`config.mk`:
```
export PLATFORM = sky130hd
export DESIGN_NAME = pc_sequencer
export DESIGN_NICKNAME = d
export VERILOG_FILES = /design/src/rtl/pc_seq_pkg.sv /design/src/rtl/pc_ras.sv /design/src/rtl/pc_sequencer.sv
export SDC_FILE = /design/constraint.sdc
export NUM_CORES = 1
export LEC_CHECK = 0
export BUFFER_PORTS_ARGS = -buffer_cell sky130_fd_sc_hd__buf_2
export CORE_MARGIN = 1.5
export CORE_UTILIZATION = 40
export CTS_CLUSTER_DIAMETER = 150
export DETAILED_ROUTE_END_ITERATION = 10
export MAX_ROUTING_LAYER = met4
export SYNTH_ARGS = -nofsm -noshare
export SYNTH_HDL_FRONTEND = slang
export SYNTH_HIERARCHICAL = 1
export SYNTH_SLANG_ARGS = --single-unit
export TNS_END_PERCENT = 30
```
`constraint.sdc`:
```
create_clock -name CLK -period 16.7 [get_ports CLK]
set_input_delay 3.34 -clock CLK [delete_from_list [all_inputs] [get_ports CLK]]
set_output_delay 3.34 -clock CLK [all_outputs]
set_load 0.03 [all_outputs]
```
`src/rtl/pc_seq_pkg.sv`:
```
// Shared types and the branch-target helper for the program-counter sequencer.
// The helper works at a wide fixed width so any PC_WIDTH can truncate its result.
package pc_seq_pkg;

  localparam int unsigned MAX_PC_WIDTH = 128;

  typedef enum logic [1:0] {
    HOLD = 2'd0,
    RUN  = 2'd1,
    HALT = 2'd2
  } seq_state_e;

  typedef enum logic [1:0] {
    SEQ    = 2'd0,
    BRANCH = 2'd1,
    RET    = 2'd2,
    HOLDPC = 2'd3
  } pc_sel_e;

  // Modulo addition: the low PC_WIDTH bits of the wide sum are the wrapped target.
  function automatic logic [MAX_PC_WIDTH-1:0] branch_target(
    input logic [MAX_PC_WIDTH-1:0] pc,
    input logic [MAX_PC_WIDTH-1:0] imm,
    input int unsigned             shift
  );
    return pc + (imm << shift);
  endfunction

endpackage

```
`src/rtl/pc_ras.sv`:
```
// Circular return-address stack: push, pop, replace-top (push+pop), saturating count.
// A pop on an empty stack raises a registered one-cycle underflow pulse.
module pc_ras #(
  parameter int unsigned DEPTH = 4,
  parameter int unsigned WIDTH = 64
) (
  input  logic             clk_i,
  input  logic             rst_i,
  input  logic             push_i,
  input  logic             pop_i,
  input  logic [WIDTH-1:0] data_i,
  output logic [WIDTH-1:0] top_o,
  output logic             empty_o,
  output logic             underflow_o
);

  localparam int unsigned PW = $clog2(DEPTH);
  localparam int unsigned CW = $clog2(DEPTH + 1);

  logic [WIDTH-1:0] mem_q [DEPTH];
  logic [PW-1:0]    ptr_q, ptr_d, top_idx_s, wr_idx_s;
  logic [CW-1:0]    cnt_q, cnt_d;
  logic             wr_en_s, underflow_d, underflow_q, empty_s;

  assign empty_s   = (cnt_q == {CW{1'b0}});
  assign top_idx_s = ptr_q - PW'(1'b1);

  // Next pointer/count and the single write port for push or replace.
  always_comb begin
    ptr_d       = ptr_q;
    cnt_d       = cnt_q;
    wr_en_s     = 1'b0;
    wr_idx_s    = ptr_q;
    underflow_d = pop_i && empty_s;
    if (push_i && pop_i) begin
      wr_en_s = 1'b1;
      if (empty_s) begin
        wr_idx_s = ptr_q;
        ptr_d    = ptr_q + PW'(1'b1);
        cnt_d    = CW'(1'b1);
      end else begin
        wr_idx_s = top_idx_s;
      end
    end else if (push_i) begin
      // When full the write lands on the oldest entry and the count saturates.
      wr_en_s  = 1'b1;
      wr_idx_s = ptr_q;
      ptr_d    = ptr_q + PW'(1'b1);
      if (cnt_q != CW'(DEPTH)) begin
        cnt_d = cnt_q + CW'(1'b1);
      end else begin
        cnt_d = cnt_q;
      end
    end else if (pop_i) begin
      if (!empty_s) begin
        ptr_d = top_idx_s;
        cnt_d = cnt_q - CW'(1'b1);
      end else begin
        ptr_d = ptr_q;
      end
    end else begin
      wr_en_s = 1'b0;
    end
  end

  // Stack storage, pointer, count and underflow pulse.
  always_ff @(posedge clk_i or posedge rst_i) begin
    if (rst_i) begin
      for (int i = 0; i < int'(DEPTH); i++) begin
        mem_q[i] <= {WIDTH{1'b0}};
      end
      ptr_q       <= {PW{1'b0}};
      cnt_q       <= {CW{1'b0}};
      underflow_q <= 1'b0;
    end else begin
      if (wr_en_s) begin
        mem_q[wr_idx_s] <= data_i;
      end
      ptr_q       <= ptr_d;
      cnt_q       <= cnt_d;
      underflow_q <= underflow_d;
    end
  end

  assign top_o       = mem_q[top_idx_s];
  assign empty_o     = empty_s;
  assign underflow_o = underflow_q;

endmodule

```
`src/rtl/pc_sequencer.sv`:
```
// Registered program counter with branch, call/return via a RAS, stall, halt and post-reset hold.
// Define MISALIGN_TRAP_EN to redirect misaligned non-sequential targets to TRAP_PC and expose Fault.
module pc_sequencer
  import pc_seq_pkg::*;
#(
  parameter int unsigned         PC_WIDTH     = 64,
  parameter logic [PC_WIDTH-1:0] RESET_PC     = {PC_WIDTH{1'b0}},
  parameter int unsigned         INSTR_BYTES  = 4,
  parameter int unsigned         OFFSET_SHIFT = 0,
  parameter int unsigned         RAS_DEPTH    = 4,
  parameter logic [PC_WIDTH-1:0] TRAP_PC      = PC_WIDTH'(32'h100)
) (
  input  logic                CLK,
  input  logic                Reset,
  input  logic                Stall,
  input  logic                Halt,
  input  logic                Resume,
  input  logic                Branch,
  input  logic                ALUZero,
  input  logic                Uncondbranch,
  input  logic                Call,
  input  logic                Return,
  input  logic [PC_WIDTH-1:0] SignExtImm,
  input  logic [PC_WIDTH-1:0] RegTarget,
  output logic [PC_WIDTH-1:0] PC,
  output logic [PC_WIDTH-1:0] NextPC,
  output logic                FetchValid,
  output logic                Halted,
  output logic                RasEmpty,
  output logic                RasUnderflow
`ifdef MISALIGN_TRAP_EN
  ,
  output logic                Fault
`endif
);

  seq_state_e          state_q, state_d;
  pc_sel_e             sel_s;
  logic [PC_WIDTH-1:0] pc_q, next_pc_s, seq_pc_s, br_tgt_s, raw_tgt_s, ras_top_s;
  logic                fetch_valid_q, halted_q;
  logic                run_s, push_s, pop_s, ras_empty_s, ras_underflow_s;

  // A cycle only commits work in RUN with neither Halt nor Stall asserted.
  assign run_s    = (state_q == RUN) && !Halt && !Stall;
  assign push_s   = run_s && Call;
  assign pop_s    = run_s && Return;
  assign seq_pc_s = pc_q + PC_WIDTH'(INSTR_BYTES);
  assign br_tgt_s = PC_WIDTH'(branch_target(MAX_PC_WIDTH'(pc_q), MAX_PC_WIDTH'(SignExtImm),
                                            OFFSET_SHIFT));

  pc_ras #(
    .DEPTH (RAS_DEPTH),
    .WIDTH (PC_WIDTH)
  ) u_ras (
    .clk_i       (CLK),
    .rst_i       (Reset),
    .push_i      (push_s),
    .pop_i       (pop_s),
    .data_i      (seq_pc_s),
    .top_o       (ras_top_s),
    .empty_o     (ras_empty_s),
    .underflow_o (ras_underflow_s)
  );

  // State register with registered status flags.
  always_ff @(posedge CLK or posedge Reset) begin
    if (Reset) begin
      state_q       <= HOLD;
      fetch_valid_q <= 1'b0;
      halted_q      <= 1'b0;
    end else begin
      state_q       <= state_d;
      fetch_valid_q <= (state_d == RUN);
      halted_q      <= (state_d == HALT);
    end
  end

  // Next-state logic; Halt beats Resume when both are high.
  always_comb begin
    state_d = state_q;
    case (state_q)
      HOLD: state_d = RUN;
      RUN: begin
        if (Halt) begin
          state_d = HALT;
        end else begin
          state_d = RUN;
        end
      end
      HALT: begin
        if (Resume && !Halt) begin
          state_d = RUN;
        end else begin
          state_d = HALT;
        end
      end
      default: state_d = HOLD;
    endcase
  end

  // Next-PC source selection in priority order.
  always_comb begin
    sel_s = HOLDPC;
    if (!run_s) begin
      sel_s = HOLDPC;
    end else if (Return) begin
      sel_s = RET;
    end else if (Call || Uncondbranch || (Branch && ALUZero)) begin
      sel_s = BRANCH;
    end else begin
      sel_s = SEQ;
    end
  end

  // Target mux; an empty stack falls back to RegTarget.
  always_comb begin
    raw_tgt_s = pc_q;
    case (sel_s)
      SEQ:     raw_tgt_s = seq_pc_s;
      BRANCH:  raw_tgt_s = br_tgt_s;
      RET: begin
        if (ras_empty_s) begin
          raw_tgt_s = RegTarget;
        end else begin
          raw_tgt_s = ras_top_s;
        end
      end
      HOLDPC:  raw_tgt_s = pc_q;
      default: raw_tgt_s = pc_q;
    endcase
  end

`ifdef MISALIGN_TRAP_EN
  localparam logic [PC_WIDTH-1:0] ALIGN_MASK = PC_WIDTH'(INSTR_BYTES - 32'd1);

  logic misalign_s, fault_q;

  assign misalign_s = ((sel_s == BRANCH) || (sel_s == RET)) && (|(raw_tgt_s & ALIGN_MASK));
  assign next_pc_s  = misalign_s ? TRAP_PC : raw_tgt_s;

  // Sticky fault, cleared only by Reset.
  always_ff @(posedge CLK or posedge Reset) begin
    if (Reset) begin
      fault_q <= 1'b0;
    end else if (misalign_s) begin
      fault_q <= 1'b1;
    end else begin
      fault_q <= fault_q;
    end
  end

  assign Fault = fault_q;
`else
  logic unused_trap_s;

  assign next_pc_s     = raw_tgt_s;
  assign unused_trap_s = ^TRAP_PC;
`endif

  // Architectural PC register.
  always_ff @(posedge CLK or posedge Reset) begin
    if (Reset) begin
      pc_q <= RESET_PC;
    end else begin
      pc_q <= next_pc_s;
    end
  end

  assign PC           = pc_q;
  assign NextPC       = next_pc_s;
  assign FetchValid   = fetch_valid_q;
  assign Halted       = halted_q;
  assign RasEmpty     = ras_empty_s;
  assign RasUnderflow = ras_underflow_s;

endmodule

```
Word-level counts from Yosys, hierarchy flattened
Index checks and enable logic that the tools add are counted.
Operators by class
  $add $sub $neg: 6
  $lt $le $gt $ge: 3
  multiplexer cells: 28
  bitwise operators: 2
  reduce and logical (&&, ||, !) cells: 19
  eq/ne operators: 11
Operators with widths (number)
  $bwmux W256: 1
  $mux W64: 4
  $pmux W64 S4: 1
  $bmux W64 S2: 1
  $demux W64 S2: 1
  $add A64 B3 Y64 const B: 1
  $add A64 B64 Y64: 1
  $mux W2: 10
  $mux W3: 6
  $logic_and A1 B1 Y1: 9
  $eq A2 B2 Y1 const B: 4
  $eq A2 B1 Y1 const B: 3
  $ge A3 B3 Y1 const B: 2
  $ne A3 B3 Y1 const B: 2
  $not A2 Y3: 2
  $pmux W2 S3: 1
  $logic_not A2 Y1: 2
  $reduce_and A4 Y1: 1
  $add A3 B1 Y3 const B: 1
  $logic_not A3 Y1: 1
  $lt A3 B1 Y1 const B: 1
  $mux W1: 3
  $ne A3 B2 Y1 const B: 1
  $reduce_bool A3 Y1: 1
  7 further kinds: 9
Storage, ports and cells
  output and inout port bits: 132
  register bits: 330

Depth between registers and ports, before layout
  depth after elaboration: 12
  gate-level depth with buffers: 13
  gate-level depth less buffers: 12

Modules after synthesis
Netlist, hierarchy kept.
Modules (own cells, without submodules)
  pc_ras: cells an instance 679, instances 1, area an instance 12199.2 um^2
  pc_sequencer: cells an instance 1250, instances 1, area an instance 9231.4 um^2

Worst setup path after synthesis
Ideal clock, no wire load.
  path kind: in2out
  start point: in SignExtImm[0]
  end point: out NextPC[60]
  required time: 13360 ps
  path buffers: 0
  cell stages on the path: 12
  setup slack: 7025 ps
  data arrival time: 6335 ps
  cells stage by stage: ha_1 > fa_1 > a211oi_1 > o21ai_0 > a31oi_1 > nand2_1 > a31oi_1 > o41ai_2 > a21oi_1 > o21ai_0 > xnor2_1 > o21ai_0
On the way
  cells in the longest elaborated chain, start to end: 2
Ends and longest elaborated chain
  start, declared: RTL line pc_sequencer.sv:23  | input logic [PC_WIDTH-1:0] SignExtImm,
  $add A64 B64 Y64: RTL line pc_seq_pkg.sv:26  | return pc + (imm << shift);
  $pmux W64 S4: RTL line pc_sequencer.sv:118  | case (sel_s)
  end, declared: RTL line pc_sequencer.sv:26  | output logic [PC_WIDTH-1:0] NextPC,
No other way between the ends.

Worst setup path after layout
Same ends and word-level chain as after synthesis.

==> flow_summary_export.csv <==
group,metric,value,unit
route,wl,72.7,mm
grt,grt_antenna_before_repair,0,
finish,antennaDiodeCount,0,
finish,stdcell_count,2849,
clock_tree,root_buffer,"clkbuf_16",
finish,drive_gt1_frac,0.332,
synthesis,synth-async-reset-ratio,1.00,
route,drtIter0Drc,1345,
timing,drv_slew,0,
route,dr.pass1.iters,8,
die,ios,270,
worst_setup_path,slowest_stage,"a31oi_1",
timing,timing.setup.tns,0,ns
synthesis,synthesis.nets,2133,
timing,rsz0062_at_grt,"false",
place,port_buffers,269,
timing,finalSetupViolCount,0,
clock_tree,cts.sinks,330,
synthesis,synthMostInstantiatedCell,"dfrtp_1",
clock_tree,cts_tree,"done",
timing,skew,0.0241,ns
synthesis,syn_avg_cell_area,11.1,sq um
place,place_inst,2777,
timing,hold_viol,0,
route,ant_nets,0,
worst_setup_path,worst_setup_path_end_kind,"output pin",
clock_tree,path_clk_slew,0.06,ns
synthesis,ys_top_cells_by_count,"dfrtp_1, nor2_1, mux2_2",
grt,grt.total_usage,0.272,
power_and_ir_drop,power_density,198,nW/um^2
power_and_ir_drop,p_leak,11.2,nW
power_and_ir_drop,peakVddDrop,0.116,mV
worst_setup_path,crit_arrival,7.38,ns
synthesis,ys_ff_latch,330,
timing,fin_crit,10.72,ns
grt,grt_pass1_vias,17200,
route,avgViaCountPerCell,5.96,
clock_tree,post_cts_buffers,0,
synthesis,netlist.area_leader.share,0.385,
route,routed-via-count,17000,
place,hpwl,50.5,mm
die,die_h,234,um
clock_tree,holdBufCountCts,0,
run,drv_cap,0,
finish,areaGrowthSynthToFinish,13.9,%
synthesis,synth.distinct_cells,76,
die,rows,84,
die,die_w,234,um
synthesis,synth-seq-area-share,0.385,
grt,grt_overflow,0,
worst_setup_path,cp-start-kind,"input port",
synthesis,ys.flop_type,"dfrtp_1",
clock_tree,cts_max_level,2,
clock_tree,clock_latency,0.57,ns
timing,relSlewSlack,0.226,
synthesis,mappedNetlistArea,21400,sq um
run_status,violations,"DRC",
die,die_area,55000,sq um
worst_setup_path,cp_common_cell,"o21ai_0",
synthesis,synth_enable_flop_cells,0,
clock_tree,cts_buffer_depth,3,
worst_setup_path,path_cells,"buf_2, ha_1, fa_1, a211oi_1, o21ai_0, a31oi_1, nand2_1, a31oi_1, o41ai_2, a21oi_1, o21ai_0, xnor2_1, o21ai_0, buf_2",
synthesis,synth_top_area_cell,"dfrtp_1",
die,design.core.area,52800,sq um
synthesis,synthTopCellsByArea,"dfrtp_1, mux2_4, mux2_2",
clock_tree,cts_made_buffers,40,
place,gp_congestion,0.928,
worst_setup_path,required,13.36,ns
run_status,outcome,"finished, violations left",
worst_setup_path,cp_max_fo,4,
die,start_util,0.406,
timing,max_freq,0.0933,GHz
min_path,holdCritPathClass,"reg -> reg",
route,drc,17,
timing,tightest_slew,1.16,ns
grt,grt_pass1_wl,108,mm
worst_setup_path,critPathMaxStageDelay,0.47,ns
finish,final_nets,2335,
timing,fin_crit_sh,0.642,
synthesis,synth_cells,1929,
worst_setup_path,path_class,"in -> out",
clock_tree,cts-resized-gates,0,
grt,grt_max_degree,100,
route,wl_per_cell,25.5,um
synthesis,yosys_warnings,6,
## critical path: cells and delay by family
kind,cells,cell delay [ns]
compound gates,8,2.68
xor+xnor,1,0.19
fa+ha+maj,2,0.67
simple gates,1,0.16
buf+inv,2,0.35
## routing by layer
metal	vias to the layer above	track usage	share of wire
met5	-	-	0
met4	0	0.0977	0.036
met3	143	0.0667	0.078
met2	658	0.410	0.45
met1	8599	0.356	0.43
li1	7592	-	-
## cell usage in the layout, fill, tap and decap left out, types with 20 or more instances in the layout
cell	n
mux2_2	147
mux2i_1	55
a21o_1	44
a222oi_1	20
mux2_4	120
inv_1	25
nor2_1	158
clkbuf_16	41
o21ai_0	82
nand3_1	37
mux4_2	64
dfrtp_1	328
xnor2_1	88
nor3_1	25
buf_4	24
nand2_1	104
ha_1	64
nand4_1	42
xor2_1	35
buf_2	269
a21oi_1	130
## cell type report
cell class / count / area, sq um
sequential: 330 / 8260
inverter: 27 / 110
timing repair buffer: 293 / 1530
clock buffer: 52 / 1110
multi-input combinational: 1439 / 12300
clock inverter: 20 / 267
fill: 4933 / 28300
tap: 688 / 861
## report_power, final
group	switching [W]	total, W	internal (W)
sequential	0.000343	0.00143	0.00109
combinational	0.00146	0.00249	0.00102
clock	0.000364	0.000926	0.000562
total	0.00217	0.00484	0.00267
## metrics by stage
stage / setup slack (ns) / total power [W] / area (sq um) / utilization / hold slack, ns
after global routing: 5.76 / 0.00511 / 24400 / 0.463 / 0.509
after floorplan: 6.15 / 0.00317 / 21400 / - / 0.447
after global placement: 6.11 / 0.00385 / 23000 / 0.437 / 0.461
final: 5.98 / 0.00484 / 24400 / 0.463 / 0.496
after CTS: 6.06 / 0.00484 / 24400 / 0.463 / 0.496
after detailed placement: 6.09 / 0.00389 / 23000 / 0.437 / 0.485
## worst paths after layout
path,startpoint,endpoint,slack (ns),depth (start not counted)
setup / recovery,SignExtImm[0],NextPC[60],5.98,14
hold / removal,state_q[1],FetchValid,0.50,1
setup reg to reg,state_q[1],u_ras/mem_q[133],11.99,10
hold reg to reg,state_q[1],FetchValid,0.50,1
max in group asynchronous,Reset,u_ras/ptr_q[0],12.04,3
min in group asynchronous,Reset,u_ras/mem_q[128],2.89,2
## kinds of logic (layout without fill, tap and decap cells)
| logic type | count (synthesis) | after routing | share of synthesized area |
|---|---|---|---|
| adders and majority gates | 66 | 66 | 0.0392 |
| AOI/OAI and AO/OA | 418 | 418 | 0.128 |
| muxes | 386 | 386 | 0.254 |
| DFF | 330 | 330 | 0.385 |
| xor gates and xnor gates | 124 | 124 | 0.0510 |
| and+or+nand+nor | 445 | 445 | 0.0976 |
| buffers and inverters | 160 | 392 | 0.0441 |
## registers in the layout, summed over array words and instances (netlist names)
signal and count:
u_ras/cnt_q 3, u_ras/underflow_o 1, PC 64, state_q 2, FetchValid 1, Halted 1, u_ras/mem_q 256, u_ras/ptr_q 2
Note: power is estimated with default switching activity, not from simulation.
